`config.mk`:
```
export PLATFORM = sky130hd
export DESIGN_NAME = ascon_fsm_ctrl
export DESIGN_NICKNAME = d
export VERILOG_FILES = /design/src/rtl/ascon_fsm_ctrl_pkg.sv /design/src/rtl/ascon_round_counter.sv /design/src/rtl/ascon_fsm_ctrl.sv
export SDC_FILE = /design/constraint.sdc
export NUM_CORES = 1
export LEC_CHECK = 0
export BUFFER_PORTS_ARGS = -buffer_cell sky130_fd_sc_hd__buf_4
export CAP_MARGIN = 0
export CORE_MARGIN = 5
export CORE_UTILIZATION = 50
export DETAILED_ROUTE_END_ITERATION = 7
export PLACE_DENSITY_LB_ADDON = 0.25
export SYNTH_ARGS = -nofsm -noshare
export SYNTH_HDL_FRONTEND = slang
export SYNTH_SLANG_ARGS = --single-unit
export TNS_END_PERCENT = 20
```
`constraint.sdc`:
```
create_clock -name clock_i -period 2.5 [get_ports clock_i]
set_clock_uncertainty 0.05 [all_clocks]
set_input_delay 0.25 -clock clock_i [delete_from_list [all_inputs] [get_ports clock_i]]
set_output_delay 0.25 -clock clock_i [all_outputs]
set_load 0.02 [all_outputs]
```
`src/rtl/ascon_fsm_ctrl_pkg.sv`:
```
// Shared types and constants for the ASCON-128 round sequencing controller.
// Provides the controller state encoding and the default round counts.
package ascon_fsm_ctrl_pkg;

  typedef enum logic [2:0] {
    IDLE,
    INIT,
    AD_WAIT,
    AD_RUN,
    PT_WAIT,
    PT_RUN,
    FINAL,
    DONE
  } type_ctrl_state;

  localparam int unsigned PA_ROUNDS_C = 12;
  localparam int unsigned PB_ROUNDS_C = 6;
  localparam logic [3:0]  PB_START_C  = 4'd6;

endpackage

```
`src/rtl/ascon_round_counter.sv`:
```
// 4-bit round counter for the ASCON controller.
// Ports:
//   clk      in  clock
//   rst      in  synchronous active-high reset (count -> 0)
//   load     in  load load_val (has priority over en)
//   load_val in  value to load
//   en       in  increment by one
//   count    out current round count
//   last_o   out count equals LAST_VAL (final round of a permutation)
module ascon_round_counter #(
  parameter int unsigned LAST_VAL = 11
) (
  input  logic       clk,
  input  logic       rst,
  input  logic       load,
  input  logic [3:0] load_val,
  input  logic       en,
  output logic [3:0] count,
  output logic       last_o
);

  always_ff @(posedge clk) begin
    if (rst) begin
      count <= '0;
    end else if (load) begin
      count <= load_val;
    end else if (en) begin
      count <= count + 4'd1;
    end
  end

  assign last_o = (count == 4'(LAST_VAL));

endmodule

```
`src/rtl/ascon_fsm_ctrl.sv`:
```
// Sequencing controller for the ASCON-128 round datapath: one round per clock
// through init (pa), AD blocks (pb), PT blocks (pb), finalisation (pa), tag.
// Ports:
//   clock_i, resetb_i (sync, active-high)
//   start_i, ad_empty_i            operation start / no-AD flag (sampled in IDLE)
//   data_valid_i, data_last_i      block handshake in, data_ready_o out
//   round_o                        round index to the constant-addition layer
//   data_sel_o                     0: load IV||K||N, 1: register feedback
//   en_xor_data_o, en_xor_key_o    pre-round xors
//   en_xor_key_end_o, en_xor_lsb_o post-round xors
//   en_reg_state_o                 state register load
//   cipher_valid_o, tag_valid_o, busy_o
module ascon_fsm_ctrl
  import ascon_fsm_ctrl_pkg::*;
#(
  parameter int unsigned PA_ROUNDS = PA_ROUNDS_C,
  parameter int unsigned PB_ROUNDS = PB_ROUNDS_C
) (
  input  logic       clock_i,
  input  logic       resetb_i,
  input  logic       start_i,
  input  logic       ad_empty_i,
  input  logic       data_valid_i,
  input  logic       data_last_i,
  output logic       data_ready_o,
  output logic [3:0] round_o,
  output logic       data_sel_o,
  output logic       en_xor_data_o,
  output logic       en_xor_key_o,
  output logic       en_xor_key_end_o,
  output logic       en_xor_lsb_o,
  output logic       en_reg_state_o,
  output logic       cipher_valid_o,
  output logic       tag_valid_o,
  output logic       busy_o
);

  localparam logic [3:0] PB_START = 4'(PA_ROUNDS - PB_ROUNDS);
  // Counter value after a block-accept round; unused when PB_ROUNDS == 1.
  localparam logic [3:0] PB_NEXT  = 4'(PA_ROUNDS - PB_ROUNDS + 1);

  type_ctrl_state state, state_n;
  logic           ad_empty_q, ad_empty_n;
  logic           ad_last_q, ad_last_n;
  logic           cnt_load, cnt_en, cnt_last;
  logic [3:0]     cnt_val, cnt;

  ascon_round_counter #(
    .LAST_VAL(PA_ROUNDS - 1)
  ) u_round_counter (
    .clk     (clock_i),
    .rst     (resetb_i),
    .load    (cnt_load),
    .load_val(cnt_val),
    .en      (cnt_en),
    .count   (cnt),
    .last_o  (cnt_last)
  );

  always_ff @(posedge clock_i) begin
    if (resetb_i) begin
      state      <= IDLE;
      ad_empty_q <= 1'b0;
      ad_last_q  <= 1'b0;
    end else begin
      state      <= state_n;
      ad_empty_q <= ad_empty_n;
      ad_last_q  <= ad_last_n;
    end
  end

  always_comb begin
    state_n          = state;
    ad_empty_n       = ad_empty_q;
    ad_last_n        = ad_last_q;
    cnt_load         = 1'b0;
    cnt_val          = '0;
    cnt_en           = 1'b0;
    data_ready_o     = 1'b0;
    round_o          = '0;
    data_sel_o       = 1'b0;
    en_xor_data_o    = 1'b0;
    en_xor_key_o     = 1'b0;
    en_xor_key_end_o = 1'b0;
    en_xor_lsb_o     = 1'b0;
    en_reg_state_o   = 1'b0;
    cipher_valid_o   = 1'b0;
    tag_valid_o      = 1'b0;
    busy_o           = 1'b0;

    // Every non-IDLE state is busy, feeds back the register and shows the
    // counter; accept cycles below override round_o with the block start.
    if (state != IDLE) begin
      busy_o     = 1'b1;
      data_sel_o = 1'b1;
      round_o    = cnt;
    end

    case (state)
      IDLE: begin
        if (start_i) begin
          busy_o         = 1'b1;
          en_reg_state_o = 1'b1;
          ad_empty_n     = ad_empty_i;
          cnt_load       = 1'b1;
          cnt_val        = 4'd1;
          // A single-round pa makes the accept round the last init round.
          if (PA_ROUNDS == 1) begin
            en_xor_key_end_o = 1'b1;
            en_xor_lsb_o     = ad_empty_i;
            state_n          = ad_empty_i ? PT_WAIT : AD_WAIT;
          end else begin
            state_n = INIT;
          end
        end
      end

      INIT: begin
        en_reg_state_o = 1'b1;
        if (cnt_last) begin
          en_xor_key_end_o = 1'b1;
          en_xor_lsb_o     = ad_empty_q;
          state_n          = ad_empty_q ? PT_WAIT : AD_WAIT;
        end else begin
          cnt_en = 1'b1;
        end
      end

      AD_WAIT: begin
        data_ready_o = 1'b1;
        if (data_valid_i) begin
          round_o        = PB_START;
          en_xor_data_o  = 1'b1;
          en_reg_state_o = 1'b1;
          ad_last_n      = data_last_i;
          cnt_load       = 1'b1;
          cnt_val        = PB_NEXT;
          if (PB_ROUNDS == 1) begin
            en_xor_lsb_o = data_last_i;
            state_n      = data_last_i ? PT_WAIT : AD_WAIT;
          end else begin
            state_n = AD_RUN;
          end
        end
      end

      AD_RUN: begin
        en_reg_state_o = 1'b1;
        if (cnt_last) begin
          en_xor_lsb_o = ad_last_q;
          state_n      = ad_last_q ? PT_WAIT : AD_WAIT;
        end else begin
          cnt_en = 1'b1;
        end
      end

      PT_WAIT: begin
        data_ready_o = 1'b1;
        if (data_valid_i) begin
          en_xor_data_o  = 1'b1;
          cipher_valid_o = 1'b1;
          en_reg_state_o = 1'b1;
          cnt_load       = 1'b1;
          if (data_last_i) begin
            // Last PT block runs straight into finalisation round 0.
            round_o      = '0;
            en_xor_key_o = 1'b1;
            cnt_val      = 4'd1;
            if (PA_ROUNDS == 1) begin
              en_xor_key_end_o = 1'b1;
              state_n          = DONE;
            end else begin
              state_n = FINAL;
            end
          end else begin
            round_o = PB_START;
            cnt_val = PB_NEXT;
            state_n = (PB_ROUNDS == 1) ? PT_WAIT : PT_RUN;
          end
        end
      end

      PT_RUN: begin
        en_reg_state_o = 1'b1;
        if (cnt_last) begin
          state_n = PT_WAIT;
        end else begin
          cnt_en = 1'b1;
        end
      end

      FINAL: begin
        en_reg_state_o = 1'b1;
        if (cnt_last) begin
          en_xor_key_end_o = 1'b1;
          state_n          = DONE;
        end else begin
          cnt_en = 1'b1;
        end
      end

      DONE: begin
        tag_valid_o = 1'b1;
        state_n     = IDLE;
      end

      default: state_n = IDLE;
    endcase

    // Outputs stay quiet for the whole reset cycle, whatever the state was.
    if (resetb_i) begin
      data_ready_o     = 1'b0;
      round_o          = '0;
      data_sel_o       = 1'b0;
      en_xor_data_o    = 1'b0;
      en_xor_key_o     = 1'b0;
      en_xor_key_end_o = 1'b0;
      en_xor_lsb_o     = 1'b0;
      en_reg_state_o   = 1'b0;
      cipher_valid_o   = 1'b0;
      tag_valid_o      = 1'b0;
      busy_o           = 1'b0;
    end
  end

endmodule

```
==> impl_results.md <==
- Status: finished, final reports clean
- Startpoint types: flop
- Post-CTS Setup Inserts: 0
- Switching share of power: 0.379
- Crit path arrival time: 1990 ps
- R2R depth: 4
- Final nets: 127
- Critical Path RT: 2200 ps
- Final HPWL DP: 1430 um
- Sw power: 185 uW
- GR Overflow Total: 0
- Final min period: 2290 ps
- Vias per Instance: 6.01
- Yosys reg bits: 9
- RSZ-0062 raised after global routing: no
- Clk network pwr share: 0.235
- Setup violators final: 0
- Total Power: 487 uW
- GPL Wtd Cong: 0.851
- Final Slew Violations: 0
- CTS tree: done
- Final worst path period share: 0.915
- Maximum clock frequency: 437 MHz
- Ys Warns: 0
- CP max stage cell: dfxtp_1
- H-tree depth: 1
- Worst r2r src: state[2]$_SDFFE_PP0P_
- Slew margin rel.: 0.587
- Worst hold endpoint: ad_empty_q$_SDFFE_PP0N_
- Die Width: 49.9 um
- Clock Pin Slew Worst Setup and Hold Paths: 60 ps
- Post-synth EDFFs: 0
- Setup TNS: 0 ps
- Slowest stage delay, CP: 710 ps
- Global-route wire length before repair: 3390 um
- Syn_nets: 111
- Pin count of the biggest net entering global routing: 21
- Layout cells sized above 1: 0.218
- Final Non-Filler Cells: 135
- Hold Path Class: input port to flop
- Final Cell Area: 937 um^2
- Cell count after synthesis: 104
- Comb power frac: 0.375
- Final ANT Viol Nets: 0
- Core Area: 1510 um^2
- Critical path's top delay family: flip-flops
- Leak Pwr: 0.385 nW
- WS Path Type: flop to output port
- Num rows: 14
- Hold Crit Depth: 3
- Total GRT Usage: 0.170
- Initial Utilization: 0.528
- Initial antenna violation count: 0
- Hold_ws: 173 ps
- CTS resizes: 0
- Die Ht: 49.9 um
- Sequential Power Share: 0.391
- Clock sinks: 9
- Placed instance area: 911 um^2
- Vias in the first global route: 739
- IO buf count: 19
- Worst-path cell chain: xnor2_1 -> or3_1 -> inv_1 -> a21oi_1 -> nor2_1 -> buf_4
- CP endpoint kind: output port
- R2r setup slk: 540 ps
- Num CTS Buffers: 3
- Critical path fanouts, max: 20
- Root buffer cell: clkbuf_4
- Worst Path Buf+Inv: 2
- Int Pwr: 303 uW
- Main flop type after synthesis: dfxtp_1
- DRC: 0
- Post-synthesis cell area: 796 um^2
- PD cells: 520 nW/um^2
- Distinct cell type count after synthesis: 45
- Post-Route WL: 1970 um
- DR vias: 811
- Dpl cells: 131
- Clk_lat worst skew: 260 ps
- Max VDD drop: 390 uV
- Worst r2r dst: u_round_counter.count[2]$_SDFFE_PP0P_
- DRT iter0 DRCs: 27
- Part of the Yosys area used for sequential elements: 0.226
- Syn_area_per_cell: 7.65 um^2
- Ant. Diodes: 0
- # IOs: 20
- Ys async rst share: 0
- Post-CTS Hold Buffers: 0
- Layout area overhead: 17.8%
- Hold_sp: ad_empty_i
- Max cap viols: 0
- Die ar.: 2490 um^2
- Pre-antenna DRT Iters: 4
- Drt wl/cell: 14.6 um
- Clock tree buffer depth: 2
- Final hold vios: 0
- Worst-margin pin slew: 618 ps
[cell usage in the layout, fill, tap and decap left out, types with 2 or more instances in the layout]
| cell type | Yosys | final |
|---|---|---|
| nor3_1 | 6 | 6 |
| mux2i_1 | 4 | 4 |
| nand2b_1 | 4 | 4 |
| o21ai_0 | 7 | 7 |
| nand2_1 | 7 | 7 |
| a21o_1 | 2 | 2 |
| o21bai_1 | 2 | 2 |
| a221oi_2 | 2 | 2 |
| clkbuf_4 | 0 | 3 |
| buf_4 | 2 | 19 |
| xnor2_1 | 2 | 2 |
| and2_1 | 2 | 2 |
| a21oi_1 | 8 | 8 |
| inv_1 | 6 | 6 |
| dfxtp_1 | 9 | 9 |
| nor2_1 | 8 | 8 |
[sequential cells by signal, summed over array words and instances, names as in the netlist]
signal,count
state,3
ad_last_q,1
u_round_counter.count,4
ad_empty_q,1
[cells in the mapped netlist (3+ instances only)]
library cell | count | area [um^2]
clkbuf_1 | 3 | 11.3
nand2_1 | 7 | 26.3
o21ai_0 | 7 | 35.0
a21oi_1 | 8 | 40.0
nand2b_1 | 4 | 25.0
inv_1 | 6 | 22.5
dfxtp_1 | 9 | 180
nor3_1 | 6 | 30.0
nor2_1 | 8 | 30.0
mux2i_1 | 4 | 40.0
[routing by layer]
metal,GRT usage,share of wire,up-vias
li1,-,-,408
met1,0.247,0.47,366
met2,0.229,0.43,35
met3,0.0602,0.091,2
met4,0.0524,0.0066,0
met5,0,0,-
[worst reg2reg max path: cells and delay by family, from the launching register on]
kind / cells / cell delay (ps)
simple gates: 1 / 420
compound gates: 3 / 710
flops: 1 / 710
[layout make-up]
type | count | area [um^2]
fillers | 139 | 569
multi-input cells | 81 | 546
flip-flops and latches | 9 | 180
repair buffers | 19 | 143
clock buffers | 4 | 26.3
inverters | 6 | 22.5
well taps | 16 | 20.0
[cells by family after synthesis]
| group | synth area share |
|---|---|
| XOR/XNOR | 0.0330 |
| AO/OA/AOI/OAI | 0.322 |
| AND/OR/NAND/NOR | 0.264 |
| flip-flops | 0.226 |
| adder cells (fa/ha/maj) | 0.0157 |
| multiplexers | 0.0503 |
| buffers and inverters | 0.0880 |
[power by group through the flow]
stage          Clock, mW  Combinational (mW)  Sequential, mW
2_1_floorplan          0               0.160           0.172
3_3_place_gp           0               0.179           0.192
3_5_place_dp           0               0.181           0.192
4_1_cts            0.118               0.182           0.189
5_1_grt            0.133               0.202           0.194
6_report           0.114               0.183           0.190
[worst max-delay path by stage]
stage                     startpoint         end  slack [ps]  cells after the start
6_report       state[2]$_SDFFE_PP0P_  round_o[2]         210                      6
2_1_floorplan  state[0]$_SDFFE_PP0P_  round_o[2]         690                      6
5_1_grt        state[2]$_SDFFE_PP0P_  round_o[2]          60                      6
4_1_cts        state[2]$_SDFFE_PP0P_  round_o[2]         230                      6
3_5_place_dp   state[2]$_SDFFE_PP0P_  round_o[2]         520                      6
3_3_place_gp   state[1]$_SDFFE_PP0P_  round_o[2]         560                      6
[per-stage QoR]
stage / util / worst slack (ps)
finish: 0.622 / 212
global route: 0.622 / 62.3
CTS: 0.622 / 228
detailed placement: 0.605 / 525
global placement: 0.605 / 557
floorplan: - / 688
(Power assumes the default switching activity.)
